## config.mk

```make
export PLATFORM = sky130hd
export DESIGN_NAME = countdown_ctrl
export DESIGN_NICKNAME = d
export VERILOG_FILES = /design/src/rtl/countdown_ctrl.sv
export SDC_FILE = /design/constraint.sdc
export NUM_CORES = 1
export LEC_CHECK = 0
export CAP_MARGIN = 0
export CORE_AREA = 2 2 83 85
export CTS_CLUSTER_DIAMETER = 150
export DETAILED_ROUTE_END_ITERATION = 8
export DIE_AREA = 0 0 85 87
export GPL_ROUTABILITY_DRIVEN = 0
export PLACE_DENSITY_LB_ADDON = 0.2
export SLEW_MARGIN = 0
export SYNTH_ARGS = -nofsm -noshare
export SYNTH_HDL_FRONTEND = slang
export SYNTH_SLANG_ARGS = --single-unit
```

## constraint.sdc

```tcl
create_clock -name CLK -period 3.99 [get_ports CLK]
set_input_delay 0.798 -clock CLK [delete_from_list [all_inputs] [get_ports CLK]]
set_output_delay 0.798 -clock CLK [all_outputs]
set_load 0.005 [all_outputs]
```

## src/rtl/countdown_ctrl.sv

```systemverilog
`default_nettype none
// ============================================================================
// Module   : countdown_ctrl
// Brief    : mm:ss BCD countdown timer core (preset edit, run/pause, alarm blink)
// Revision : 1.0 - initial release
// ============================================================================
module countdown_ctrl #(
    parameter int TICK_DIV  = 1000,
    parameter int BLINK_DIV = 250
) (
    input  logic        CLK,
    input  logic        CLR,
    input  logic        CE,
    input  logic        KEY_START,
    input  logic        KEY_UP,
    input  logic        KEY_DOWN,
    input  logic        KEY_RST,
    output logic [15:0] Q,
    output logic [3:0]  DIG_EN,
    output logic        RUNNING,
    output logic        ALARM
);

    localparam int PW = (TICK_DIV  > 1) ? $clog2(TICK_DIV)  : 1;
    localparam int BW = (BLINK_DIV > 1) ? $clog2(BLINK_DIV) : 1;

    localparam logic [PW-1:0] c_presc_max = PW'(TICK_DIV - 1);
    localparam logic [BW-1:0] c_blink_max = BW'(BLINK_DIV - 1);

    localparam logic [1:0] c_st_set   = 2'd0;
    localparam logic [1:0] c_st_run   = 2'd1;
    localparam logic [1:0] c_st_pause = 2'd2;
    localparam logic [1:0] c_st_done  = 2'd3;

    // +1 s with carries through the BCD digits; saturates at 99:59.
    function automatic logic [15:0] bcd_inc(input logic [15:0] v);
        logic [15:0] r;
        r = v;
        if (v == 16'h9959) return v;
        if (r[3:0] != 4'd9) begin r[3:0] = r[3:0] + 4'd1; return r; end
        r[3:0] = 4'd0;
        if (r[7:4] != 4'd5) begin r[7:4] = r[7:4] + 4'd1; return r; end
        r[7:4] = 4'd0;
        if (r[11:8] != 4'd9) begin r[11:8] = r[11:8] + 4'd1; return r; end
        r[11:8]  = 4'd0;
        r[15:12] = r[15:12] + 4'd1;
        return r;
    endfunction

    // -1 s with borrows through the BCD digits; saturates at 00:00.
    function automatic logic [15:0] bcd_dec(input logic [15:0] v);
        logic [15:0] r;
        r = v;
        if (v == 16'h0000) return v;
        if (r[3:0] != 4'd0) begin r[3:0] = r[3:0] - 4'd1; return r; end
        r[3:0] = 4'd9;
        if (r[7:4] != 4'd0) begin r[7:4] = r[7:4] - 4'd1; return r; end
        r[7:4] = 4'd5;
        if (r[11:8] != 4'd0) begin r[11:8] = r[11:8] - 4'd1; return r; end
        r[11:8]  = 4'd9;
        r[15:12] = r[15:12] - 4'd1;
        return r;
    endfunction

    logic [1:0]    r_state, w_state_nxt;
    logic [15:0]   r_q, w_q_nxt;
    logic [15:0]   r_preset, w_preset_nxt;
    logic [PW-1:0] r_presc, w_presc_nxt;
    logic [BW-1:0] r_blink, w_blink_nxt;
    logic [3:0]    r_dig_en, w_dig_en_nxt;
    logic          r_running, r_alarm;
    logic [15:0]   w_q_dec;
    logic          w_any_key;

    assign w_q_dec   = bcd_dec(r_q);
    assign w_any_key = KEY_START | KEY_UP | KEY_DOWN | KEY_RST;

    always_comb begin
        w_state_nxt  = r_state;
        w_q_nxt      = r_q;
        w_preset_nxt = r_preset;
        w_presc_nxt  = r_presc;
        w_blink_nxt  = r_blink;
        w_dig_en_nxt = 4'b1111;
        case (r_state)
            c_st_set: begin
                if (KEY_RST) begin
                    w_q_nxt      = 16'h0000;
                    w_preset_nxt = 16'h0000;
                end else if (KEY_START) begin
                    if (r_q != 16'h0000) begin
                        w_preset_nxt = r_q;
                        w_presc_nxt  = '0;
                        w_state_nxt  = c_st_run;
                    end
                end else if (KEY_UP) begin
                    w_q_nxt = bcd_inc(r_q);
                end else if (KEY_DOWN) begin
                    w_q_nxt = w_q_dec;
                end
            end
            c_st_run: begin
                if (KEY_RST) begin
                    w_q_nxt     = r_preset;
                    w_presc_nxt = '0;
                    w_state_nxt = c_st_set;
                end else begin
                    if (CE) begin
                        if (r_presc == c_presc_max) begin
                            w_presc_nxt = '0;
                            w_q_nxt     = w_q_dec;
                            if (w_q_dec == 16'h0000) begin
                                w_state_nxt = c_st_done;
                                w_blink_nxt = '0;
                            end
                        end else begin
                            w_presc_nxt = r_presc + PW'(1);
                        end
                    end
                    // Reaching zero wins over a simultaneous pause request.
                    if (KEY_START && (w_state_nxt != c_st_done))
                        w_state_nxt = c_st_pause;
                end
            end
            c_st_pause: begin
                if (KEY_RST) begin
                    w_q_nxt     = r_preset;
                    w_state_nxt = c_st_set;
                end else if (KEY_START) begin
                    w_state_nxt = c_st_run;
                end
            end
            default: begin
                w_dig_en_nxt = r_dig_en;
                if (w_any_key) begin
                    w_q_nxt      = r_preset;
                    w_state_nxt  = c_st_set;
                    w_blink_nxt  = '0;
                    w_dig_en_nxt = 4'b1111;
                end else if (CE) begin
                    if (r_blink == c_blink_max) begin
                        w_blink_nxt  = '0;
                        w_dig_en_nxt = ~r_dig_en;
                    end else begin
                        w_blink_nxt = r_blink + BW'(1);
                    end
                end
            end
        endcase
    end

    always_ff @(posedge CLK or posedge CLR) begin
        if (CLR) begin
            r_state   <= c_st_set;
            r_q       <= 16'h0000;
            r_preset  <= 16'h0000;
            r_presc   <= '0;
            r_blink   <= '0;
            r_dig_en  <= 4'b1111;
            r_running <= 1'b0;
            r_alarm   <= 1'b0;
        end else begin
            r_state   <= w_state_nxt;
            r_q       <= w_q_nxt;
            r_preset  <= w_preset_nxt;
            r_presc   <= w_presc_nxt;
            r_blink   <= w_blink_nxt;
            r_dig_en  <= w_dig_en_nxt;
            r_running <= (w_state_nxt == c_st_run);
            r_alarm   <= (w_state_nxt == c_st_done);
        end
    end

    assign Q       = r_q;
    assign DIG_EN  = r_dig_en;
    assign RUNNING = r_running;
    assign ALARM   = r_alarm;

endmodule
`default_nettype wire

```

-- Word level (Yosys, flattened, before mapping)
Cells that the tools add are included.
- logic and storage cells: 169
- flip-flop bits (word level): 58
- output and inout bits: 22
- bits of input ports: 7
- bitwise gates (word level): 5
- equal/unequal tests: 24
- reduce and logical (&&, ||, !) cells: 23
- $add $sub $neg: 10
- multiplexer cells: 98
- operator list (operator ; number):
    $mux 16 ; 28
    $mux 10 ; 6
    $mux 8 ; 7
    $pmux 16 s3 ; 1
    $mux 1 ; 36
    $logic_not 16->1 ; 2
    $mux 2 ; 13
    $pmux 10 s2 ; 1
    $ne 2x2->1 const B ; 9
    $add 4x1->4 const B ; 4
    $eq 16x16->1 const B ; 1
    $mux 4 ; 4
    $pmux 8 s2 ; 1
    $reduce_bool 16->1 ; 1
    $reduce_bool 4->1 ; 4
    $sub 4x1->4 const B ; 4
    $ne 4x4->1 const B ; 3
    $reduce_and 6->1 ; 2
    $add 10x1->10 const B ; 1
    $eq 10x10->1 const B ; 1
    $ne 3x3->1 const B ; 3
    $add 8x1->8 const B ; 1
    $eq 8x8->1 const B ; 1
    $ne 8x8->1 const B ; 1
    17 further kinds ; 25

-- Longest topological paths before layout
Gate-level depths: netlist of the first run.
- word-level depth: 32
- depth in mapped cells: 11
- depth with buffers taken out: 8

-- Worst setup path after synthesis of the first run
OpenSTA, ideal clock, no wires.
- path type: input to register
- start point: in KEY_RST
- end point: reg r_blink[7]
- setup slack: 1.423 ns
- data required time: 3.913 ns
- cell stages on the path: 7
- path buffers: 1
- arrival: 2.490 ns
- path through: clkbuf_1 -> nor4_1 -> o211a_1 -> nand2_1 -> or4_1 -> nor4bb_1 -> a21oi_1
- word-level cells in the longest chain between the ends: 3
- RTL lines (what ; RTL line ; text):
    start, declared ; 17 ; input logic KEY_RST,
    $or 1x1->1 ; 76 ; assign w_any_key = KEY_START | KEY_UP | KEY_DOWN | KEY_RST;
    $mux 8 / $reduce_bool 2->1 (equally long branches) ; n/a ;
    $pmux 8 s2 / $reduce_and 6->1 (equally long branches) ; n/a ;
    end signal, assigned ; 167 ; r_blink <= w_blink_nxt;
    end, declared ; 69 ; logic [BW-1:0] r_blink, w_blink_nxt;
Several ways; a longest one is shown, not always the timed one.
A chain may end at the register's enable or synchronous reset.

-- Worst setup path after layout of the first run
- start point: reg r_q[3] (netlist: Q[3])
- end point: reg r_alarm (netlist: ALARM)
- word-level cells in the longest chain between the ends: 20
- RTL lines (what ; RTL line ; text):
    start, declared ; 66 ; logic [15:0] r_q, w_q_nxt;
    start signal, assigned ; 164 ; r_q <= w_q_nxt;
    $sub 4x1->4 (tied with other cells) ; 55 ; if (r[3:0] != 4'd0) begin r[3:0] = r[3:0] - 4'd1; return r; end
    $mux 16 ; 55 ;
    $mux 16 ; 57 ; if (r[7:4] != 4'd0) begin r[7:4] = r[7:4] - 4'd1; return r; end
    $mux 16 ; 59 ; if (r[11:8] != 4'd0) begin r[11:8] = r[11:8] - 4'd1; return r; end
    $mux 16 ; 60 ; r[11:8] = 4'd9;
    $mux 16 ; 58 ; r[7:4] = 4'd5;
    $mux 16 ; 56 ; r[3:0] = 4'd9;
    $mux 16 ; 55 ;
    (+4 left out) ; n/a ;
    $mux 2 ; 103 ; if (KEY_RST) begin
    $mux 2 ; 85 ; case (r_state)
    $ne 2x2->1 ; 121 ; if (KEY_START && (w_state_nxt != c_st_done))
    $logic_and 1x1->1 ; 121 ;
    $mux 2 ; 121 ;
    $mux 2 ; 103 ;
    $pmux 2 s3 * ; 85 ;
    $eq 2x2->1 * ; 170 ; r_alarm <= (w_state_nxt == c_st_done);
    end signal, assigned ; 170 ;
    end, declared ; 71 ; logic r_running, r_alarm;
Every way passes the cells marked *; elsewhere a longest branch is shown, timed or not. The select of a mux whose other input is x is not followed.

==> results.py, run 1 <==
metrics = {
    "grt": {
        "grt_overflow": 0,
        "antenna_found_initial": 0,
        "grt_pass1_vias": 3452,
        "track_usage_pct": 28.9,
        "grt_pass1_wl_um": 17100,
        "grt_max_degree": 26,
    },
    "synth": {
        "synth-edff-count": 0,
        "yosysTopAreaCellShare_pct": 33.4,
        "synthSimpleGateAreaFrac_pct": 25.4,
        "synthXorXnorAreaFrac_pct": 2.38,
        "synth_compound_area_share_pct": 26.5,
        "synth.largest_area_cell": "dfrtp_1",
        "synth_top_cells_by_area": "dfrtp_1 (33%), o21ai_0 (4.8%), ha_1 (4.0%), nand2_1 (4.0%), a21oi_1 (3.8%)",
        "syn-cell-area_sq_mm": 0.00404,
        "yosys_register_bits": 58,
        "syn_area_per_cell_sq_um": 8.59,
        "synth_commonest_cells": "dfrtp_1 (54), nand2_1 (43), o21ai_0 (39), nor2_1 (35), a21oi_1 (31)",
        "synthesis.nets": 491,
        "synth_ff_type": "dfrtp_1",
        "muxShareOfSynthArea_pct": 0.495,
        "ys_async_sr_fraction_pct": 100,
        "syn_inst": 471,
        "synthAdderAreaFrac_pct": 4.02,
        "synth.distinct_cells": 76,
        "yosysMostFrequentCell": "dfrtp_1",
        "synth-warning-count": 0,
        "synth_top_family_by_area": "compound AO/OA/AOI/OAI gates",
        "ys_seq_area_share_pct": 36.0,
    },
    "floorplanning": {
        "boundaryPins": 29,
        "die_h_um": 87,
        "start_util_pct": 61.6,
        "die-area_sq_mm": 0.00740,
        "die_w_um": 85,
        "core_area_sq_mm": 0.00657,
        "core.rowCount": 30,
    },
    "drt": {
        "via_per_inst": 6.61,
        "drc": 0,
        "drt_first_pass_iters": 6,
        "wire_per_inst_um": 18.0,
        "wl_um": 10300,
        "via_count": 3797,
        "drt_iter0_markers": 424,
        "antenna_left": 0,
    },
    "sta": {
        "finalHoldViolCount": 0,
        "worst_pin_slew_ns": 0.860,
        "finClkSkew_ns": 0.00878,
        "fmax_mhz": 317,
        "finalCriticalPeriod_ns": 3.15,
        "timing.final.ws_setup_ns": 0.840,
        "fin_tns_setup_ns": 0,
        "slew_violations": 0,
        "setup_viol": 0,
        "finalCritPeriodShare_pct": 79.0,
        "slew_headroom_pct": 42.2,
        "rsz0062_at_grt": "no",
    },
    "power_and_ir_drop": {
        "ir_drop_uv": 340,
        "pwr_density_cell_mw_per_mm2": 480,
        "p_leak_nw": 1.81,
    },
    "critical_path": {
        "crit_start": "Q[3]",
        "crit_path_max_fanout": 15,
        "slowest_delay_ns": 0.68,
        "critical_path_class": "flop to flop",
        "critPathRequiredTime_ns": 4.26,
        "arrival_ns": 3.42,
        "crit_path_start_kind": "flop",
        "path_cells": "or4_4 > nor4_1 > mux2i_1 > nand4bb_1 > or3_1 > o21bai_1",
        "critPathBufInv": 0,
        "cp-end-kind": "flop",
        "slowest_stage": "or4_4",
        "rr_startpoint": "Q[3]",
        "cp_top_family": "simple AND/OR/NAND/NOR gates",
    },
    "run": {
        "drv_cap": 0,
    },
    "clocking": {
        "ctsResizeCount": 0,
        "tritoncts": "yes",
        "ctsHoldBuffers": 0,
        "cts_max_level": 3,
        "clock_tree.root_cell": "clkbuf_8",
        "clockBufferDepth": 2,
        "cts_sinks": 58,
        "cts_made_buffers": 9,
        "clk_latency_ns": 0.35,
        "post-cts-setup-buffers": 0,
        "cts.clk_slew.worst_paths_ns": 0.07,
    },
    "hold_path": {
        "hold_path_startpoint": "r_preset[1]",
        "hp-class": "flop to flop",
    },
    "final_layout": {
        "layout.nets": 509,
        "drive_gt1_share_pct": 9.72,
        "synthToLayoutAreaGrowth_pct": 13.1,
        "antenna_cells": 0,
        "fillers": 525,
    },
    "place": {
        "hpwlAfterDp_um": 7080,
        "port-buffer-count": 28,
        "dp_slack_ns": 0.581,
    },
    "run_status": {
        "status": "complete, no violations",
    },
}
-- kinds of logic after synthesis --
family / Yosys count
adder cells (fa/ha/maj): 13
XOR/XNOR: 11
buffers and inverters: 44
flip-flops: 58
AO/OA/AOI/OAI: 158
multiplexers: 2
AND/OR/NAND/NOR: 185
-- routing by layer --
layer / up-vias / GRT usage (%) / wire (um)
met3: 17 / 6.73 / 761
met1: 1822 / 42.2 / 4600
li1: 1799 / - / -
met5: - / 0 / 0
met4: 0 / 10.2 / 159
met2: 159 / 41.9 / 4800
-- placed cells by master, fill, tap and decap left out, types with 6 or more instances in the layout --
cell,netlist,routed
nand3b_1,6,6
a22o_1,14,14
xor2_1,8,8
clkbuf_8,0,12
nor3_1,16,16
nand2_1,43,43
nand3_1,21,21
clkdlybuf4s50_1,0,28
o21ai_0,39,39
a31oi_1,6,6
ha_1,13,13
buf_4,1,8
inv_1,15,14
nor4_1,6,6
nor2_1,35,35
a21oi_1,31,31
dfrtp_1,54,54
o31ai_1,7,7
nor2b_1,6,6
-- cell type report --
type | count | area [sq um] | area share [%]
multi-input combinational | 369 | 2380 | 52.1
sequential | 58 | 1460 | 31.9
timing repair buffer | 36 | 340 | 7.44
clock buffer | 12 | 165 | 3.61
tap | 80 | 100 | 2.19
clock inverter | 4 | 72.6 | 1.59
inverter | 15 | 56.3 | 1.23
-- worst min-delay path, delay by kind of cell (launching register included) --
kind / cells / cell delay (ns)
flip-flops: 1 / 0.35
AO/OA/AOI/OAI: 1 / 0.06
AND/OR/NAND/NOR: 1 / 0.05
-- worst paths after layout --
path                           endpoint  slack (ns)  cells past startpoint
max                               ALARM        0.84                      6
min                         r_preset[1]        0.49                      2
max reg2reg                       ALARM        0.84                      6
min reg2reg                 r_preset[1]        0.49                      2
max in group asynchronous  r_preset[14]        2.52                      3
min in group asynchronous   r_preset[1]        0.81                      2
-- where the power goes --
part           internal (mW)  switching, mW
clock network          0.402          0.251
logic                  0.310          0.427
registers              0.652          0.152
total                   1.36          0.830
-- sequential cells by signal (all words and copies together) (netlist names) --
name	flops
RUNNING	1
ALARM	1
Q	16
DIG_EN	4
r_blink	8
r_presc	10
r_preset	16
r_state	2
-- stage by stage --
stage	power, mW	util, %	hold slack [ns]	cells	area [sq um]
final	2.19	69.6	0.488	574	4570
after floorplan	1.32	-	0.444	471	4040
after detailed placement	1.54	66.0	0.473	558	4330
after global placement	1.52	66.0	0.469	558	4330
after CTS	2.19	69.6	0.486	574	4570
after global routing	2.32	69.6	0.516	574	4570
Power figures use the tool's default switching activity.
==> inputs of run 2 (changes only) <==
--- a/config.mk
+++ b/config.mk
@@ -6,10 +6,10 @@
 export NUM_CORES = 1
 export LEC_CHECK = 0
 export CAP_MARGIN = 0
-export CORE_AREA = 2 2 83 85
+export CORE_AREA = 2 2 90 92
 export CTS_CLUSTER_DIAMETER = 150
 export DETAILED_ROUTE_END_ITERATION = 8
-export DIE_AREA = 0 0 85 87
+export DIE_AREA = 0 0 92 94
 export GPL_ROUTABILITY_DRIVEN = 0
 export PLACE_DENSITY_LB_ADDON = 0.2
 export SLEW_MARGIN = 0
==> constraint.sdc (replaced) <==
create_clock -name CLK -period 2.7 [get_ports CLK]
set_input_delay 0.54 -clock CLK [delete_from_list [all_inputs] [get_ports CLK]]
set_output_delay 0.54 -clock CLK [all_outputs]
set_load 0.005 [all_outputs]
==> run 2 against run 1 <==
Against the previous run:
- maximum frequency grew 24%
- sequential share of layout area is 2.4 points lower
- flip-flop and latch count unchanged
- worst hold slack worse by 0.011 ns
- worst setup slack got worse by 0.69 ns
- sequential power increased by 30%
- total power grew 47%
- combinational power increased by 98%
- final cell count increased by 13%
- critical endpoint is now r_state[0]
- count of clock-buffer cells in the layout rose by 1
==> results.py, run 2 (synthesis gave the netlist of run 1 again) <==
metrics = {
    "clocking": {
        "ctsHoldBuffers": 0,
        "cts.clk_slew.worst_paths_ns": 0.06,
        "tritoncts": "yes",
        "clock_tree.root_cell": "clkbuf_8",
        "clk_latency_ns": 0.35,
        "clockBufferDepth": 2,
        "cts_max_level": 3,
        "cts_made_buffers": 9,
        "cts_sinks": 58,
    },
    "final_layout": {
        "layout.nets": 559,
        "antenna_cells": 0,
        "synthToLayoutAreaGrowth_pct": 22.1,
        "final_common_cell": "buf_4",
        "layout_common_cells": "buf_4 (57), dfrtp_1 (54), nand2_1 (43), o21ai_0 (39), nor2_1 (35)",
        "drive_gt1_share_pct": 18.0,
    },
    "sta": {
        "slew_headroom_pct": 56.3,
        "finClkSkew_ns": 0.00818,
        "worst_pin_slew_ns": 0.654,
        "finalCriticalPeriod_ns": 2.55,
        "fmax_mhz": 393,
        "setup_viol": 0,
        "slew_violations": 0,
        "finalHoldViolCount": 0,
        "fin_tns_setup_ns": 0,
        "holdWs_ns": 0.477,
        "finalCritPeriodShare_pct": 94.3,
    },
    "critical_path": {
        "arrival_ns": 2.82,
        "path_cells": "or4_4 > nor4_1 > mux2i_1 > buf_4 > nand4bb_4 > or3_1 > o21ai_1",
        "critical_path_class": "flop to flop",
        "slowest_delay_ns": 0.56,
        "cp-end-kind": "flop",
        "critPathBufInv": 1,
        "slowest_stage": "or4_4",
        "critPathRequiredTime_ns": 2.98,
        "cp_top_family": "simple AND/OR/NAND/NOR gates",
        "crit_path_start_kind": "flop",
        "crit_path_max_fanout": 7,
    },
    "drt": {
        "via_count": 3979,
        "drt_first_pass_iters": 5,
        "drc": 0,
        "antenna_left": 0,
        "wire_per_inst_um": 17.3,
        "wl_um": 11200,
        "via_per_inst": 6.16,
        "drt_iter0_markers": 367,
    },
    "floorplanning": {
        "start_util_pct": 53.2,
        "die-area_sq_mm": 0.00865,
        "die_h_um": 94,
        "die_w_um": 92,
        "core_area_sq_mm": 0.00761,
        "core.rowCount": 32,
        "boundaryPins": 29,
    },
    "power_and_ir_drop": {
        "ir_drop_uv": 349,
        "pwr_density_cell_mw_per_mm2": 653,
        "p_leak_nw": 2.03,
        "fin_total_pwr_mw": 3.22,
    },
    "grt": {
        "grt_pass1_vias": 3828,
        "grt_pass1_wl_um": 18900,
        "track_usage_pct": 27.7,
        "antenna_found_initial": 0,
        "grt_overflow": 0,
        "grt_max_degree": 37,
    },
    "place": {
        "port-buffer-count": 28,
        "hpwlAfterDp_um": 7830,
    },
    "hold_path": {
        "hp-class": "flop to flop",
    },
    "run": {
        "drv_cap": 0,
    },
    "run_status": {
        "status": "complete, no violations",
    },
}
run 2: cell types whose count changed in the layout (fill, tap and decap cells not counted), moves of 2 or more:
cell and change:
buf_4 +49, clkbuf_1 +3, bufinv_16 -2, clkbuf_8 -2
clkinv_2 +2
run 2: path summary, 6_finish.rpt:
| check | start | end | slack (ns) | depth (start not counted) |
|---|---|---|---|---|
| max | Q[3] | r_state[0] | 0.15 | 7 |
| min | r_presc[8] | r_presc[8] | 0.48 | 1 |
| max reg2reg | Q[3] | r_state[0] | 0.15 | 7 |
| min reg2reg | r_presc[8] | r_presc[8] | 0.48 | 1 |
| max in group asynchronous | CLR | DIG_EN[2] | 1.51 | 3 |
| min in group asynchronous | CLR | r_preset[2] | 0.55 | 2 |
run 2: metrics by stage:
step | worst slack [ns] | util, % | area [sq um] | instances
after global placement | -0.102 | 62.0 | 4720 | 626
after global routing | -0.00619 | 64.9 | 4940 | 646
after CTS | 0.0581 | 64.3 | 4890 | 642
after detailed placement | -0.116 | 62.0 | 4720 | 626
final | 0.153 | 64.9 | 4940 | 646
after floorplan | 0.175 | - | 4040 | 471
run 2: power breakdown:
part           switching [mW]  internal [mW]  total, mW
combinational           0.826          0.637       1.46
sequential             0.0833          0.967       1.05
clock                   0.355          0.354      0.709
total                    1.26           1.96       3.22
run 2: what timing repair did:
item	CTS	global route
endpoints found under the setup margin	4	12
setup buffers	0	4
gates resized for setup	1	3
pin swaps	0	1
run 2: area by class of cell:
type                       count  area, sq um
clock buffer                  13          149
clock inverter                 3         15.0
fill                         664         2670
inverter                      15         56.3
multi-input combinational    369         2400
sequential                    58         1460
tap                          102          128
timing repair buffer          86          728
run 2: layer usage:
layer	global-route usage [%]	routed length (um)	share of wire, %	up-vias
met3	4.49	621	5.6	20
met2	42.1	5120	46	141
met5	0	0	0	-
li1	-	-	-	1902
met4	12.1	259	2.3	0
met1	39.3	5160	46	1916
run 2: worst register-to-register path, cell delays in order (launching register included):
cell and delay, ns:
dfrtp_1 0.37, or4_4 0.56, nor4_1 0.36, mux2i_1 0.26
buf_4 0.15, nand4bb_4 0.18, or3_1 0.44, o21ai_1 0.14
==> inputs of run 3 (changes only) <==
--- a/config.mk
+++ b/config.mk
@@ -5,7 +5,7 @@
 export SDC_FILE = /design/constraint.sdc
 export NUM_CORES = 1
 export LEC_CHECK = 0
-export CAP_MARGIN = 0
+export CAP_MARGIN = 20
 export CORE_AREA = 2 2 90 92
 export CTS_CLUSTER_DIAMETER = 150
 export DETAILED_ROUTE_END_ITERATION = 8
==> results of run 3 <==
Same layout as run 2: the final DEF is identical, and so are final timing and power.
